===== config.mk =====
export PLATFORM = sky130hd
export DESIGN_NAME = systolic_ctrl_flat
export DESIGN_NICKNAME = d
export VERILOG_FILES = /design/src/rtl/systolic_ctrl_if.sv /design/src/rtl/systolic_ctrl.sv /design/src/flat_wrapper.sv
export SDC_FILE = /design/constraint.sdc
export NUM_CORES = 1
export LEC_CHECK = 0
export CAP_MARGIN = 20
export CORE_MARGIN = 3
export CORE_UTILIZATION = 30
export CTS_CLUSTER_DIAMETER = 120
export DETAILED_ROUTE_END_ITERATION = 6
export REMOVE_ABC_BUFFERS = 1
export SLEW_MARGIN = 0
export SYNTH_ARGS = -nofsm -noshare
export SYNTH_HDL_FRONTEND = slang
export SYNTH_SLANG_ARGS = --single-unit

===== constraint.sdc =====
create_clock -name clk -period 2.6 [get_ports clk]
set_input_delay 0.26 -clock clk [delete_from_list [all_inputs] [get_ports clk]]
set_output_delay 0.26 -clock clk [all_outputs]
set_load 0.005 [all_outputs]

===== src/rtl/systolic_ctrl_if.sv =====
// Control bundle between the systolic-array sequencer and its surroundings.
// The master side is the sequencer; the slave side is the host/array/consumer.
interface systolic_ctrl_if #(
   parameter int DIM = 8,
   parameter int CW  = $clog2(DIM)
);
   logic           start;
   logic           abort;
   logic           busy;
   logic           done;
   logic           mac_en;
   logic           mac_wren;
   logic [CW-1:0]  crow;
   logic [DIM-1:0] a_rd;
   logic [DIM-1:0] b_rd;
   logic           rd_valid;
   logic           rd_ready;

   modport master (
      input  start, abort, rd_ready,
      output busy, done, mac_en, mac_wren, crow, a_rd, b_rd, rd_valid
   );

   modport slave (
      output start, abort, rd_ready,
      input  busy, done, mac_en, mac_wren, crow, a_rd, b_rd, rd_valid
   );
endinterface


===== src/rtl/systolic_ctrl.sv =====
// Sequencer for a DIM x DIM systolic MAC array: clear C, stream skewed A/B,
// then hand C out row by row under a valid/ready handshake.
module systolic_ctrl #(
   parameter int DIM = 8,
   parameter int CW  = $clog2(DIM)
) (
   input  logic               clk,
   input  logic               rst_n,
   systolic_ctrl_if.master    bus
);

   localparam int            KW     = $clog2(3*DIM-2);
   localparam logic [KW-1:0] K_LAST = KW'(3*DIM-3);
   localparam logic [CW-1:0] C_LAST = CW'(DIM-1);

   typedef enum logic [2:0] {
      S_IDLE,
      S_CLEAR,
      S_COMPUTE,
      S_READ,
      S_DONE
   } state_t;

   state_t        r_state;
   state_t        w_state_nxt;
   logic [KW-1:0] r_k;
   logic [KW-1:0] w_k_nxt;
   logic [CW-1:0] r_crow;
   logic [CW-1:0] w_crow_nxt;
   logic [DIM-1:0] w_skew;

   always_ff @(posedge clk or negedge rst_n) begin
      if (!rst_n) begin
         r_state <= S_IDLE;
         r_k     <= '0;
         r_crow  <= '0;
      end else begin
         r_state <= w_state_nxt;
         r_k     <= w_k_nxt;
         r_crow  <= w_crow_nxt;
      end
   end

   // Counters are cleared on every state exit so they never wrap past their last value.
   always_comb begin
      w_state_nxt = r_state;
      w_k_nxt     = r_k;
      w_crow_nxt  = r_crow;
      if (r_state != S_IDLE && bus.abort) begin
         w_state_nxt = S_IDLE;
         w_k_nxt     = '0;
         w_crow_nxt  = '0;
      end else begin
         case (r_state)
            S_IDLE: begin
               w_k_nxt    = '0;
               w_crow_nxt = '0;
               if (bus.start && !bus.abort) begin
                  w_state_nxt = S_CLEAR;
               end
            end
            S_CLEAR: begin
               if (r_crow == C_LAST) begin
                  w_state_nxt = S_COMPUTE;
                  w_crow_nxt  = '0;
               end else begin
                  w_crow_nxt = r_crow + CW'(1);
               end
            end
            S_COMPUTE: begin
               if (r_k == K_LAST) begin
                  w_state_nxt = S_READ;
                  w_k_nxt     = '0;
                  w_crow_nxt  = '0;
               end else begin
                  w_k_nxt = r_k + KW'(1);
               end
            end
            S_READ: begin
               if (bus.rd_ready) begin
                  if (r_crow == C_LAST) begin
                     w_state_nxt = S_DONE;
                     w_crow_nxt  = '0;
                  end else begin
                     w_crow_nxt = r_crow + CW'(1);
                  end
               end
            end
            S_DONE: begin
               w_state_nxt = S_IDLE;
            end
            default: begin
               w_state_nxt = S_IDLE;
               w_k_nxt     = '0;
               w_crow_nxt  = '0;
            end
         endcase
      end
   end

   // Row/column i is fed during the DIM-cycle window starting at k = i.
   always_comb begin
      w_skew = '0;
      for (int i = 0; i < DIM; i++) begin
         w_skew[i] = (r_state == S_COMPUTE) &&
                     (int'(r_k) >= i) && (int'(r_k) <= i + DIM - 1);
      end
   end

   always_comb begin
      bus.busy     = (r_state != S_IDLE);
      bus.done     = (r_state == S_DONE);
      bus.mac_en   = (r_state == S_COMPUTE);
      bus.mac_wren = (r_state == S_CLEAR);
      bus.rd_valid = (r_state == S_READ);
      bus.crow     = r_crow;
      bus.a_rd     = w_skew;
      bus.b_rd     = w_skew;
   end

endmodule


===== src/flat_wrapper.sv =====
// flat-port wrapper written by rule: the top's interface ports become plain ports
module systolic_ctrl_flat 
#(
   parameter int DIM = 8,
   parameter int CW  = $clog2(DIM)
)
  (clk, rst_n, bus_start, bus_abort, bus_rd_ready, bus_busy, bus_done, bus_mac_en, bus_mac_wren, bus_crow, bus_a_rd, bus_b_rd, bus_rd_valid);
  systolic_ctrl_if #(.DIM(DIM), .CW(CW)) bus_i ();
  input  logic clk;
  input  logic rst_n;
  input wire logic [$bits(bus_i.start)-1:0] bus_start;
  input wire logic [$bits(bus_i.abort)-1:0] bus_abort;
  input wire logic [$bits(bus_i.rd_ready)-1:0] bus_rd_ready;
  output wire logic [$bits(bus_i.busy)-1:0] bus_busy;
  output wire logic [$bits(bus_i.done)-1:0] bus_done;
  output wire logic [$bits(bus_i.mac_en)-1:0] bus_mac_en;
  output wire logic [$bits(bus_i.mac_wren)-1:0] bus_mac_wren;
  output wire logic [$bits(bus_i.crow)-1:0] bus_crow;
  output wire logic [$bits(bus_i.a_rd)-1:0] bus_a_rd;
  output wire logic [$bits(bus_i.b_rd)-1:0] bus_b_rd;
  output wire logic [$bits(bus_i.rd_valid)-1:0] bus_rd_valid;
  assign bus_i.start = bus_start;
  assign bus_i.abort = bus_abort;
  assign bus_i.rd_ready = bus_rd_ready;
  assign bus_busy = bus_i.busy;
  assign bus_done = bus_i.done;
  assign bus_mac_en = bus_i.mac_en;
  assign bus_mac_wren = bus_i.mac_wren;
  assign bus_crow = bus_i.crow;
  assign bus_a_rd = bus_i.a_rd;
  assign bus_b_rd = bus_i.b_rd;
  assign bus_rd_valid = bus_i.rd_valid;
  systolic_ctrl #(.DIM(DIM), .CW(CW)) u_core (.clk(clk), .rst_n(rst_n), .bus(bus_i));
endmodule

==> impl_metrics.json <==
{
  "die_area_um2": 4060,
  "worst_slew_pin_slew_ns": 0.527,
  "root_buffer": "clkbuf_4",
  "critPathKind": "flop to output pin",
  "synth-seq-area-share_pct": 27.6,
  "ys.flop_type": "dfrtp_1",
  "drc": 0,
  "gr-total-overflow": 0,
  "required_ns": 2.34,
  "grt_max_degree": 16,
  "fin_skew_ns": 0.00943,
  "antenna_found_initial": 0,
  "period_needed_ns": 2.40,
  "routabilityCongestion": 0.797,
  "yosysUniqueCellTypes": 42,
  "status": "finished, final reports clean",
  "worst_slack_ns": 0.198,
  "power_leakage_nw": 0.448,
  "wl_met3_um": 115,
  "dp.cells": 172,
  "rows": 20,
  "fp.dieH_um": 63.7,
  "hold_path_class": "input port to asynchronous set/reset pin",
  "cts.sinks": 11,
  "max_freq_ghz": 0.416,
  "die_w_um": 63.7,
  "synth-edff-count": 0,
  "hold_viol": 0,
  "start_util_pct": 32.2,
  "clk_latency_ns": 0.27,
  "async_reset_ff_share_pct": 100,
  "fin_total_pwr_w": 0.000355,
  "start_kind": "flop",
  "dr_total_vias": 957,
  "synth-warning-count": 0,
  "mostFrequentLayoutCell": "clkdlybuf4s50_1",
  "fin_hold_ws_ns": 0.335,
  "ant_nets": 0,
  "port_buffers": 28,
  "synth-seq-cells": 11,
  "setup_viol": 0,
  "endpoint_kind": "output pin",
  "drt_iter0_drc": 29,
  "wirelength_mm": 2.44,
  "firstDrtPassIters": 4,
  "report.final.slew_viol_count": 0,
  "syn_to_final_growth_pct": 28.2,
  "worstPathMaxFanout": 11,
  "syn_area_per_cell_um2": 8.76,
  "syn_area_um2": 998,
  "rsz0062_at_grt": "false",
  "wl_met2_mm": 1.20,
  "drt-met1-wl_mm": 1.12,
  "viasPerCell": 5.44,
  "antenna_cells": 0,
  "slew_headroom_pct": 64.7,
  "cts-buffers-inserted": 3,
  "power_density_nw_per_um2": 278,
  "holdBufCountCts": 0,
  "cts_resized": 0,
  "clk_pin_slew_worst_paths_ns": 0.08,
  "finalCritPeriodShare_pct": 92.4,
  "final_nets": 143,
  "place_ws_ns": 0.320,
  "cts_max_level": 1,
  "dp_hpwl_mm": 1.82,
  "core-area_um2": 3100,
  "postCtsSetupBuffers": 0,
  "maxUsedRoutingLayer": "met4",
  "cts_buffer_depth": 2,
  "cap_violations": 0,
  "layout_common_cells": "28 x clkdlybuf4s50_1, 9 x dfrtp_1, 7 x nor2_1, 7 x a21oi_1",
  "grtUsageTotal_pct": 12.2,
  "grt_pass1_vias": 941,
  "layout.cells.non_filler": 176,
  "vdd_drop_max_mv": 0.214,
  "syn_inst": 114,
  "io_pins": 29,
  "post_drt_wl_per_cell_um": 13.9,
  "fin_setup_tns_ns": 0,
  "arrival_ns": 2.14,
  "cts_tree": "yes",
  "grt_first_pass_wirelength_mm": 4.16,
  "drive_gt1_share_pct": 12.1
}
-- cell type report --
| type | count | area [um2] |
|---|---|---|
| fill | 338 | 1820 |
| multi-input combinational | 84 | 618 |
| timing repair buffer | 29 | 288 |
| sequential | 11 | 278 |
| tap | 44 | 55.1 |
| clock buffer | 4 | 26.3 |
| inverter | 4 | 15.0 |
-- kinds of logic after synthesis --
| logic type | share of synthesized area [%] |
|---|---|
| AOI/OAI and AO/OA | 27.4 |
| adders and majority gates | 6.27 |
| buffers and inverters | 11.5 |
| DFF | 27.6 |
| and+or+nand+nor | 27.2 |
-- flip-flops by register name (all words and copies together), names as in the netlist --
signal,cells
u_core.bus.crow,3
u_core.r_state,3
u_core.r_k,5
-- synthesized netlist by cell type (all sizes together) (2+ instances only) --
library cell	number	area, um2
a21oi	7	35.0
a22oi	3	22.5
a311oi	3	45.0
a31oi	2	12.5
and3	2	12.5
buf	13	92.6
clkbuf	2	7.51
dfrtp	11	275
ha	5	62.6
inv	4	15.0
nand2	5	18.8
nand2b	2	12.5
nand3	4	20.0
nand4	2	12.5
nand4b	2	17.5
nor2	7	26.3
nor2b	5	31.3
nor3	2	10.0
nor4	2	12.5
o2111ai	3	26.3
o211ai	5	37.5
o21bai	2	15.0
o22ai	2	12.5
or2	2	12.5
or3	3	18.8
-- worst max-delay path, stage by stage (launching register included) --
cell and delay, ns:
dfrtp_2 0.46, inv_1 0.10, ha_1 0.24, or3_1 0.35, a21oi_1 0.18, a311oi_2 0.07, clkdlybuf4s50_1 0.48
-- layer usage --
metal  vias up  track usage (%)
met2        31             21.9
met5         -                0
li1        463                -
met4         0             2.43
met1       461             15.1
met3         2             2.14
-- worst paths after layout --
| path | start | end | slack, ns | depth (start not counted) |
|---|---|---|---|---|
| min in group clk | u_core.r_k[4] | u_core.r_k[4] | 0.53 | 1 |
| min reg2reg | u_core.r_k[4] | u_core.r_k[4] | 0.53 | 1 |
| min | rst_n | u_core.r_state[2] | 0.34 | 1 |
| max reg2reg | u_core.r_k[1] | u_core.bus.crow[1] | 0.74 | 5 |
| max in group asynchronous | rst_n | u_core.r_k[1] | 1.89 | 1 |
| max | u_core.r_k[1] | bus_b_rd[5] | 0.20 | 6 |
-- power breakdown --
part           internal (W)  leakage, nW   total, W  switching, W
clock network     0.0000593       0.0150   0.000116     0.0000567
registers          0.000175        0.148   0.000179    0.00000433
logic             0.0000294        0.285  0.0000598     0.0000304
total              0.000264        0.448   0.000355     0.0000915
-- per-stage QoR --
step | utilization (%) | instance area, um2
2_1_floorplan | - | 898
3_3_place_gp | 40.0 | 1240
3_5_place_dp | 40.0 | 1240
4_1_cts | 40.8 | 1270
5_1_grt | 41.3 | 1280
6_report | 41.3 | 1280
(Power assumes the default switching activity.)
